### src/rtl/pc_pkg.sv
// Shared definitions for the program-counter unit: pc_sel encoding and the
// default exception entry address.
package pc_pkg;

  typedef enum logic [1:0] {
    PC_SEQ    = 2'd0,
    PC_BRANCH = 2'd1,
    PC_JUMP   = 2'd2,
    PC_JR     = 2'd3
  } pc_sel_e;

  localparam logic [31:0] DEFAULT_EXC_VECTOR = 32'h0000_0080;

endpackage

### src/rtl/pc_ras.sv
// Circular return-address stack: pushes overwrite the oldest entry when full,
// pops compare the predicted top against the actual target.
module pc_ras #(
  parameter int WIDTH = 32,
  parameter int DEPTH = 4
) (
  input  logic             clk,
  input  logic             rst,
  input  logic             push,
  input  logic             pop,
  input  logic [WIDTH-1:0] push_data,
  input  logic [WIDTH-1:0] check_data,
  output logic [WIDTH-1:0] top,
  output logic             empty,
  output logic             miss
);

  localparam int PTR_W = $clog2(DEPTH);
  localparam int CNT_W = PTR_W + 1;

  logic [WIDTH-1:0] stack [DEPTH];
  logic [PTR_W-1:0] wr_ptr;
  logic [PTR_W-1:0] top_ptr;
  logic [CNT_W-1:0] count;

  assign top_ptr = wr_ptr - PTR_W'(1);
  assign empty   = (count == '0);
  assign top     = empty ? '0 : stack[top_ptr];

  // Entry storage needs no reset; the count alone decides what is valid.
  always_ff @(posedge clk) begin
    if (push) begin
      stack[wr_ptr] <= push_data;
    end
  end

  always_ff @(posedge clk) begin
    if (rst) begin
      wr_ptr <= '0;
      count  <= '0;
      miss   <= 1'b0;
    end else begin
      miss <= 1'b0;
      if (push) begin
        wr_ptr <= wr_ptr + PTR_W'(1);
        if (count != CNT_W'(DEPTH)) begin
          count <= count + CNT_W'(1);
        end
      end else if (pop) begin
        if (empty) begin
          miss <= 1'b1;
        end else begin
          miss   <= (stack[top_ptr] != check_data);
          wr_ptr <= top_ptr;
          count  <= count - CNT_W'(1);
        end
      end
    end
  end

endmodule

### src/rtl/pc_unit.sv
// Program-counter unit with target mux, exception entry/EPC and a return-address
// stack. Define PC_ALIGN_CHECK_EN to trap misaligned JR targets as exceptions.
module pc_unit
  import pc_pkg::*;
#(
  parameter int               WIDTH        = 32,
  parameter logic [WIDTH-1:0] RESET_VECTOR = '0,
  parameter logic [WIDTH-1:0] EXC_VECTOR   = WIDTH'(DEFAULT_EXC_VECTOR),
  parameter int               RAS_DEPTH    = 4
) (
  input  logic             CLK,
  input  logic             RST,
  input  logic             PCWre,
  input  logic [1:0]       pc_sel,
  input  logic [WIDTH-1:0] branch_off,
  input  logic [25:0]      jump_idx,
  input  logic [WIDTH-1:0] jr_target,
  input  logic             link,
  input  logic             ret,
  input  logic             exc,
  output logic [WIDTH-1:0] pc,
  output logic [WIDTH-1:0] pc_plus4,
  output logic [WIDTH-1:0] epc,
  output logic [WIDTH-1:0] ras_top,
  output logic             ras_empty,
  output logic             ras_miss,
  output logic             addr_err
);

  logic [WIDTH-1:0] next_pc;
  logic             misaligned;
  logic             exc_entry;
  logic             push;
  logic             pop;

  assign pc_plus4 = pc + WIDTH'(4);

  always_comb begin
    next_pc = pc_plus4;
    case (pc_sel_e'(pc_sel))
      PC_SEQ:    next_pc = pc_plus4;
      PC_BRANCH: next_pc = pc_plus4 + (branch_off << 2);
      PC_JUMP:   next_pc = {pc_plus4[WIDTH-1:28], jump_idx, 2'b00};
      PC_JR:     next_pc = jr_target;
      default:   next_pc = pc_plus4;
    endcase
  end

`ifdef PC_ALIGN_CHECK_EN
  assign misaligned = (pc_sel == PC_JR) && (jr_target[1:0] != 2'b00);
`else
  assign misaligned = 1'b0;
`endif

  // A trapped JR behaves exactly like an exception: no RAS activity at all.
  assign exc_entry = exc | misaligned;
  assign push      = PCWre & ~exc_entry & (pc_sel == PC_JUMP) & link;
  assign pop       = PCWre & ~exc_entry & (pc_sel == PC_JR) & ret;

  always_ff @(posedge CLK) begin
    if (RST) begin
      pc  <= RESET_VECTOR;
      epc <= '0;
    end else if (PCWre) begin
      if (exc_entry) begin
        pc  <= EXC_VECTOR;
        epc <= pc;
      end else begin
        pc <= next_pc;
      end
    end
  end

`ifdef PC_ALIGN_CHECK_EN
  always_ff @(posedge CLK) begin
    if (RST) begin
      addr_err <= 1'b0;
    end else begin
      addr_err <= PCWre & ~exc & misaligned;
    end
  end
`else
  assign addr_err = 1'b0;
`endif

  pc_ras #(
    .WIDTH(WIDTH),
    .DEPTH(RAS_DEPTH)
  ) u_ras (
    .clk       (CLK),
    .rst       (RST),
    .push      (push),
    .pop       (pop),
    .push_data (pc_plus4),
    .check_data(jr_target),
    .top       (ras_top),
    .empty     (ras_empty),
    .miss      (ras_miss)
  );

endmodule

### config.mk
export PLATFORM = sky130hd
export DESIGN_NAME = pc_unit
export DESIGN_NICKNAME = d
export VERILOG_FILES = /design/src/rtl/pc_pkg.sv /design/src/rtl/pc_ras.sv /design/src/rtl/pc_unit.sv
export SDC_FILE = /design/constraint.sdc
export NUM_CORES = 1
export LEC_CHECK = 0
export ABC_AREA = 0
export CAP_MARGIN = 20
export CORE_ASPECT_RATIO = 2
export CORE_MARGIN = 1.5
export CORE_UTILIZATION = 45
export DETAILED_ROUTE_END_ITERATION = 10
export HOLD_SLACK_MARGIN = 0.15
export PLACE_DENSITY = 0.75
export SLEW_MARGIN = 20
export SYNTH_ARGS = -nofsm -noshare
export SYNTH_HDL_FRONTEND = slang
export SYNTH_HIERARCHICAL = 1
export SYNTH_SLANG_ARGS = --single-unit
### constraint.sdc
create_clock -name CLK -period 6 [get_ports CLK]
set_input_delay 1.8 -clock CLK [delete_from_list [all_inputs] [get_ports CLK]]
set_output_delay 1.8 -clock CLK [all_outputs]
set_load 0.02 [all_outputs]
==> metrics, run 1 <==
asr flop ratio synth 0%; synthesized net count between 1000 and 1500; Hold Path Class reg2reg; H-tree levels 4; CTS max path bufs 2; Die Ht about 230 um; maximum number of pins on one net before global-route repair 37; crit path capture type output port; Pwr Total about 3200 uW; Core Rows 81; Routed Antenna Nets 0; Nets ~1400; routed vias/inst 5.88; RSZ-0062 raised after global routing false; DR DRC count 0; via count roughly 9400; Sum Neg Setup Slack 0 ns; Ys Warns 6; clock slew at reported path FFs about 0.07 ns; Critical R2R Launch pc[4]; First-pass DRT Iterations 6; Layout area overhead 28.6%; final setup margin around 0.64 ns; Worst EP arrival approximately 3.6 ns; antenna violations before repair 3; Post-Route WL roughly 36000 um; io pins 229; r2r endpoint pc[30]; skew final around 0.010 ns; status finished clean; Finished Core Util just under 60%; Tcrit/Tclk final roughly 90%; Routed wire per std cell around 23 um; P_leak approximately 0.0052 uW; layout cells sized above 1 9.48%; Least-Margin Pin Slew approximately 0.88 ns; syn avg cell area about 11 sq um; CTS buffer count 17; Slew headroom 40.5%; post-cts resize count 0; # hold bufs at CTS 0; max-slew violation count 0; GRT Overall Usage between 20% and 30%; Post-synth EDFFs around 130; flop-to-flop setup slack between 0.9 and 1 ns; first-pass GRT wire length ~53000 um; Core ar. approximately 0.024 sq mm; Die Wd 114 um; HPWL Detailed approximately 28000 um; Critical Path RT roughly 4.2 ns; Yosys reg bits between 150 and 200; hold_sp epc[5]; Root Buffer clkbuf_16; Primary FF master, synth edfxtp_1; final count of negative-setup-slack endpoints 0; vias in the first global route ~9300; fmax 0.186 GHz; post-synthesis sequential area ratio a little under half; post-synthesis cell count approximately 1000; initial drt markers 952; die area around 0.026 sq mm; VDD IR max about 0.18 mV; Mapped Area about 0.011 sq mm; post-route minimum period around 5.4 ns; Synth cell types 77; Crit Path Max Fanout 9; Post-Place Setup Slack roughly 0.7 ns; CTS tree done; worst hold path stage count 2; final hold violations 0; WS Path Type reg2out; grt total ovfl 0; CTS sink count 198; fill count approximately 2000; worst-case reg-to-reg path depth 14; Worst Hold Path EP epc[5]; PwrDens 220 mW/mm^2; post-CTS setup buffer count 0; Final Wtd Congestion just over 0.9; Initial Utilization between 40% and 50%; IO Port Bufs 225; max-cap viol count 0; Worst setup SP type flip-flop; final hold slack 0.453 ns; clk_lat worst skew roughly 0.45 ns
-- power by group --
part | total, uW | switching [uW] | internal, uW
clock network | 1150 | 524 | 621
logic | 518 | 291 | 227
registers | 1490 | 25.2 | 1460
total | 3150 | 841 | 2310
-- cells by family (layout without fill, tap and decap cells) --
kind of cell / count (synthesis) / count (layout) / synth area share [%]
AO/OA/AOI/OAI: 224 / 224 / 12.9
XOR/XNOR: 79 / 79 / 6.21
adder cells (fa/ha/maj): 42 / 42 / 4.85
buffers and inverters: 87 / 313 / 3.57
flip-flops: 198 / 198 / 47.0
multiplexers: 85 / 85 / 11.0
other: 1 / 4 / 0.0336
AND/OR/NAND/NOR: 324 / 324 / 14.5
-- metrics by stage --
step	instance area [sq um]	std cells
final	14300	1601
after global routing	14300	1600
after CTS	14300	1598
after detailed placement	13700	1566
after global placement	13700	1566
after floorplan	11200	1040
-- synthesized netlist by cell type, drive strengths merged (6+ instances only) --
master | instances | area share [%]
and2 | 27 | 1.5
nand2b | 11 | 0.62
and3 | 9 | 0.55
nor4 | 6 | 0.45
a211oi | 13 | 0.88
a21oi | 87 | 3.9
a31oi | 9 | 0.50
nand2 | 133 | 4.5
ha | 40 | 4.5
nor2b | 9 | 0.50
o21ai | 38 | 1.7
and4 | 8 | 0.65
nand4 | 21 | 1.4
edfxtp | 128 | 34
nand3 | 23 | 1.0
dfxtp | 70 | 13
mux2i | 43 | 3.9
xor2 | 33 | 2.6
a21o | 18 | 1.2
mux4 | 28 | 5.7
mux2 | 14 | 1.4
nor2 | 51 | 1.7
clkbuf | 39 | 1.3
buf | 23 | 1.4
nor3 | 17 | 0.86
xnor2 | 46 | 3.6
inv | 25 | 0.84
a22o | 11 | 0.86
-- per-layer routing --
metal	global-route usage, %	share of wire [%]	routed length, um	up-vias
met4	21.5	7.6	2750	0
met3	4.78	6.5	2370	134
met2	49.7	52	18900	507
met5	0	0	0	-
met1	30.6	34	12400	4519
li1	-	-	-	4255
-- final cells by class --
cell class / instances / area [sq um] / area share [%]
Timing Repair Buffer: 256 / 2480 / 17.3
Multi-Input combinational cell: 755 / 5510 / 38.5
Inverter: 25 / 93.8 / 0.655
Antenna cell: 3 / 7.51 / 0.0524
Sequential cell: 198 / 5250 / 36.6
Clock buffer: 19 / 433 / 3.02
Tap cell: 332 / 415 / 2.90
Clock inverter: 13 / 146 / 1.02
-- flip-flops by register name, indices dropped and copies added (netlist names) --
signal	flops
u_ras/wr_ptr	2
u_ras/count	3
u_ras/miss	1
pc	32
u_ras/stack	128
epc	32
-- worst max-delay path: stages, from the launching register on --
cell             delay [ns]
dfxtp_1                0.54
and4_1                 0.43
nand4_4                0.22
nor3_4                 0.39
nand3_1                0.16
xnor2_1                0.63
clkdlybuf4s50_1        0.74
-- cell usage in the layout, fill, tap and decap left out, types with 4 or more instances in the layout --
cell type	Yosys	final
clkdlybuf4s50_1	0	222
nand2_1	133	132
edfxtp_1	128	128
a21oi_1	87	87
dfxtp_1	70	69
nor2_1	51	51
xnor2_1	46	46
mux2i_1	42	42
ha_1	40	39
o21ai_0	36	36
xor2_1	33	33
buf_4	6	30
mux4_2	28	28
and2_1	26	26
nand3_1	23	23
inv_1	23	23
nand4_1	19	19
a21o_1	18	18
clkbuf_16	0	17
nor3_1	16	16
a211oi_1	13	13
nand2b_1	11	11
mux2_2	11	11
a22o_1	11	11
nor2b_1	9	9
a31oi_1	9	9
and3_1	8	8
and4_1	7	7
nor4_1	4	4
or3_1	4	4
o22ai_1	4	4
-- worst max path at each step --
stage	from	end	cells after the start
global route	pc[4]	pc_plus4[24]	5
CTS	pc[4]	pc_plus4[27]	6
floorplan	pc_sel[1]	u_ras/stack[1][0]	7
global placement	branch_off[0]	pc[28]	12
finish	pc[4]	pc_plus4[27]	6
detailed placement	branch_off[0]	pc[28]	12
(Power assumes the default switching activity.)
==> run 2, diff against run 1 <==
--- a/config.mk
+++ b/config.mk
@@ -10,6 +10,7 @@
 export CORE_ASPECT_RATIO = 2
 export CORE_MARGIN = 1.5
 export CORE_UTILIZATION = 45
+export CTS_BUF_LIST = sky130_fd_sc_hd__clkbuf_8 sky130_fd_sc_hd__clkbuf_16
 export DETAILED_ROUTE_END_ITERATION = 10
 export HOLD_SLACK_MARGIN = 0.15
 export PLACE_DENSITY = 0.75
==> constraint.sdc (replaced) <==
create_clock -name CLK -period 6 [get_ports CLK]
set_input_delay 1.8 -clock CLK [delete_from_list [all_inputs] [get_ports CLK]]
set_output_delay 1.8 -clock CLK [all_outputs]
set_load 0.05 [all_outputs]
==> run 2 against run 1 <==
Net effect:
- global-route usage is essentially flat
- flip-flop and latch count is the same
- critical endpoint is now pc_plus4[29]
- routed wire length grew 0.35%
- maximum frequency shrank 2.0%
- cell area is essentially flat
- critical path depth is the same
- largest power group unchanged
- clock skew shrank 0.0019 ns
- core utilization is essentially flat
- clock power is essentially flat
- cell count shrank 0.12%
- setup slack lost 0.11 ns
- register-to-register slack gained 0.04 ns
==> metrics, run 2 (synthesis results as in run 1) <==
CTS sink count ~200; post-CTS setup buffer count 0; fmax 0.183 GHz; Nets roughly 1400; Post-Route WL about 37000 um; Core Rows 81; First-pass DRT Iterations 5; DR DRC count 0; placed inst area between 0.01 and 0.015 sq mm; commonest non-fill, non-tap cell in the layout clkdlybuf4s50_1; vias in the first global route between 9000 and 10000; PwrDens between 200 and 250 mW/mm^2; Tcrit/Tclk final between 90% and 100%; commonest cells after routing, fill and taps aside clkdlybuf4s50_1 (222), nand2_1 (132), edfxtp_1 (128); crit path from pc[4]; Routed wire per std cell 22.9 um; status finished clean; H-tree levels 4; HPWL Detailed ~28000 um; Pwr Total between 3000 and 4000 uW; max reg flops 128; Die Ht 226 um; fin area between 0.01 and 0.015 sq mm; skew final a little over 0.008 ns; final hold violations 0; Initial Utilization about 46%; IO Port Bufs between 200 and 250; Top Registers u_ras/stack (128), epc (32), pc (32); Routed Antenna Nets 0; io pins approximately 230; Sum Neg Setup Slack 0 ns; P_leak slightly above 0.005 uW; flop-to-flop setup slack 0.99 ns; Crit Path Max Fanout 9; Clk pwr share 36.1%; r2r endpoint pc[30]; Multi-input gate area 0.00551 sq mm; internal power between 2000 and 2500 uW; max-slew violation count 0; Largest Register u_ras/stack; Comb pwr share around 18%; clock slew at reported path FFs 0.07 ns; switch share 28.5%; post-cts resize count 0; Sw Pwr between 900 and 1000 uW; VDD IR max ~0.19 mV; Critical R2R Launch pc[4]; Worst Setup EP pc_plus4[29]; clk_lat worst skew between 0.4 and 0.5 ns; GRT Overall Usage roughly 29%; Critical Path Max Stage Delay 0.93 ns; first-pass GRT wire length approximately 54000 um; CTS buffer count 17; Die Wd approximately 110 um; crit path capture type output port; Layout area overhead 28.6%; die area 0.0258 sq mm; antenna violations before repair 2; maximum number of pins on one net before global-route repair 37; post-route minimum period between 5 and 6 ns; Worst setup SP type flip-flop; initial drt markers between 900 and 1000; layout cells sized above 1 around a tenth; CTS tree done; Sequential Power Share between 40% and 50%; most frequent CP cell and4_1; Critical Path RT 4.20 ns; Slew headroom around two fifths; # hold bufs at CTS 0; crit path max-delay cell type clkdlybuf4s50_1; final hold slack about 0.46 ns; # placed instances approximately 1600; Hold Path Class reg2reg; Cell Chain, Critical Path and4_1, nand4_4, nor3_4, and4_1, xnor2_1, clkdlybuf4s50_1; fill count 2046; Least-Margin Pin Slew between 0.9 and 1 ns; WS Path Type reg2out; Cell Count, Final, Fillers Out roughly 1600; Final Wtd Congestion just over 0.9; routed vias/inst between 5 and 6; register cell area after layout between 0.005 and 0.006 sq mm; CTS max path bufs 2; max-cap viol count 0; RSZ-0062 raised after global routing false; Core ar. approximately 0.024 sq mm; grt total ovfl 0; worst-case reg-to-reg path depth 14; final count of negative-setup-slack endpoints 0; via count between 9000 and 10000; Root Buffer clkbuf_16; Worst EP arrival roughly 3.7 ns
-- run 2: cell types whose count changed in the layout (fill, tap and decap cells not counted) --
| cell | previous run | this run |
|---|---|---|
| clkinv_4 | 2 | 0 |
| and2_1 | 26 | 25 |
| buf_4 | 30 | 29 |
| inv_8 | 2 | 3 |
| and2_2 | 0 | 1 |
| clkinv_2 | 1 | 2 |
| diode_2 | 3 | 2 |
| inv_6 | 3 | 4 |
| clkbuf_1 | 2 | 0 |
| clkinv_1 | 2 | 1 |
| clkinvlp_4 | 1 | 3 |
-- run 2: critical path: cells and delay by family (launching register included) --
kind / cells / cell delay [ns]
XOR/XNOR: 1 / 0.36
flip-flops: 1 / 0.54
AND/OR/NAND/NOR: 4 / 1.38
buffers and inverters: 1 / 0.93
-- run 2: worst min-delay path by stage --
stage                         from        endpoint  depth (start not counted)
floorplan           u_ras/count[2]  u_ras/count[2]                          2
finish                     epc[30]         epc[30]                          2
CTS                         epc[4]          epc[4]                          2
global route               epc[15]         epc[15]                          2
global placement           epc[15]         epc[15]                          2
detailed placement          epc[4]          epc[4]                          2
-- run 2: metal layers --
metal / up-vias / track usage, % / routed length [um]
li1: 4265 / - / -
met1: 4541 / 31.2 / 13000
met2: 490 / 50.4 / 18900
met3: 125 / 5.07 / 2230
met4: 0 / 18.2 / 2470
met5: - / 0 / 0
-- run 2: per-stage QoR --
stage / setup WS [ns] / util (%)
2_1_floorplan: 1.05 / -
3_3_place_gp: 0.680 / 56.3
3_5_place_dp: 0.680 / 56.3
4_1_cts: 0.505 / 58.7
5_1_grt: 0.417 / 58.7
6_report: 0.524 / 58.7
-- run 2: area by class of cell --
cell class              instances  area share, %
clock inverters                15           1.15
well taps                     332           2.90
multi-input cells             755           38.5
repair buffers                255           17.3
flip-flops and latches        198           36.6
inverters                      25          0.654
clock buffers                  17           2.97
diodes                          2         0.0349
-- run 2: power by group through the flow --
stage,Combinational (uW),Clock (uW),Sequential [uW]
after global routing,608,1230,1490
after detailed placement,567,0,1520
after CTS,571,1180,1490
after global placement,562,0,1520
after floorplan,298,0,1560
final,578,1170,1490
==> run 3, diff against run 2 <==
--- a/config.mk
+++ b/config.mk
@@ -6,7 +6,6 @@
 export NUM_CORES = 1
 export LEC_CHECK = 0
 export ABC_AREA = 0
-export CAP_MARGIN = 20
 export CORE_ASPECT_RATIO = 2
 export CORE_MARGIN = 1.5
 export CORE_UTILIZATION = 45
==> results of run 3 <==
Same layout as run 2: the final DEF is identical, and so are final timing and power.
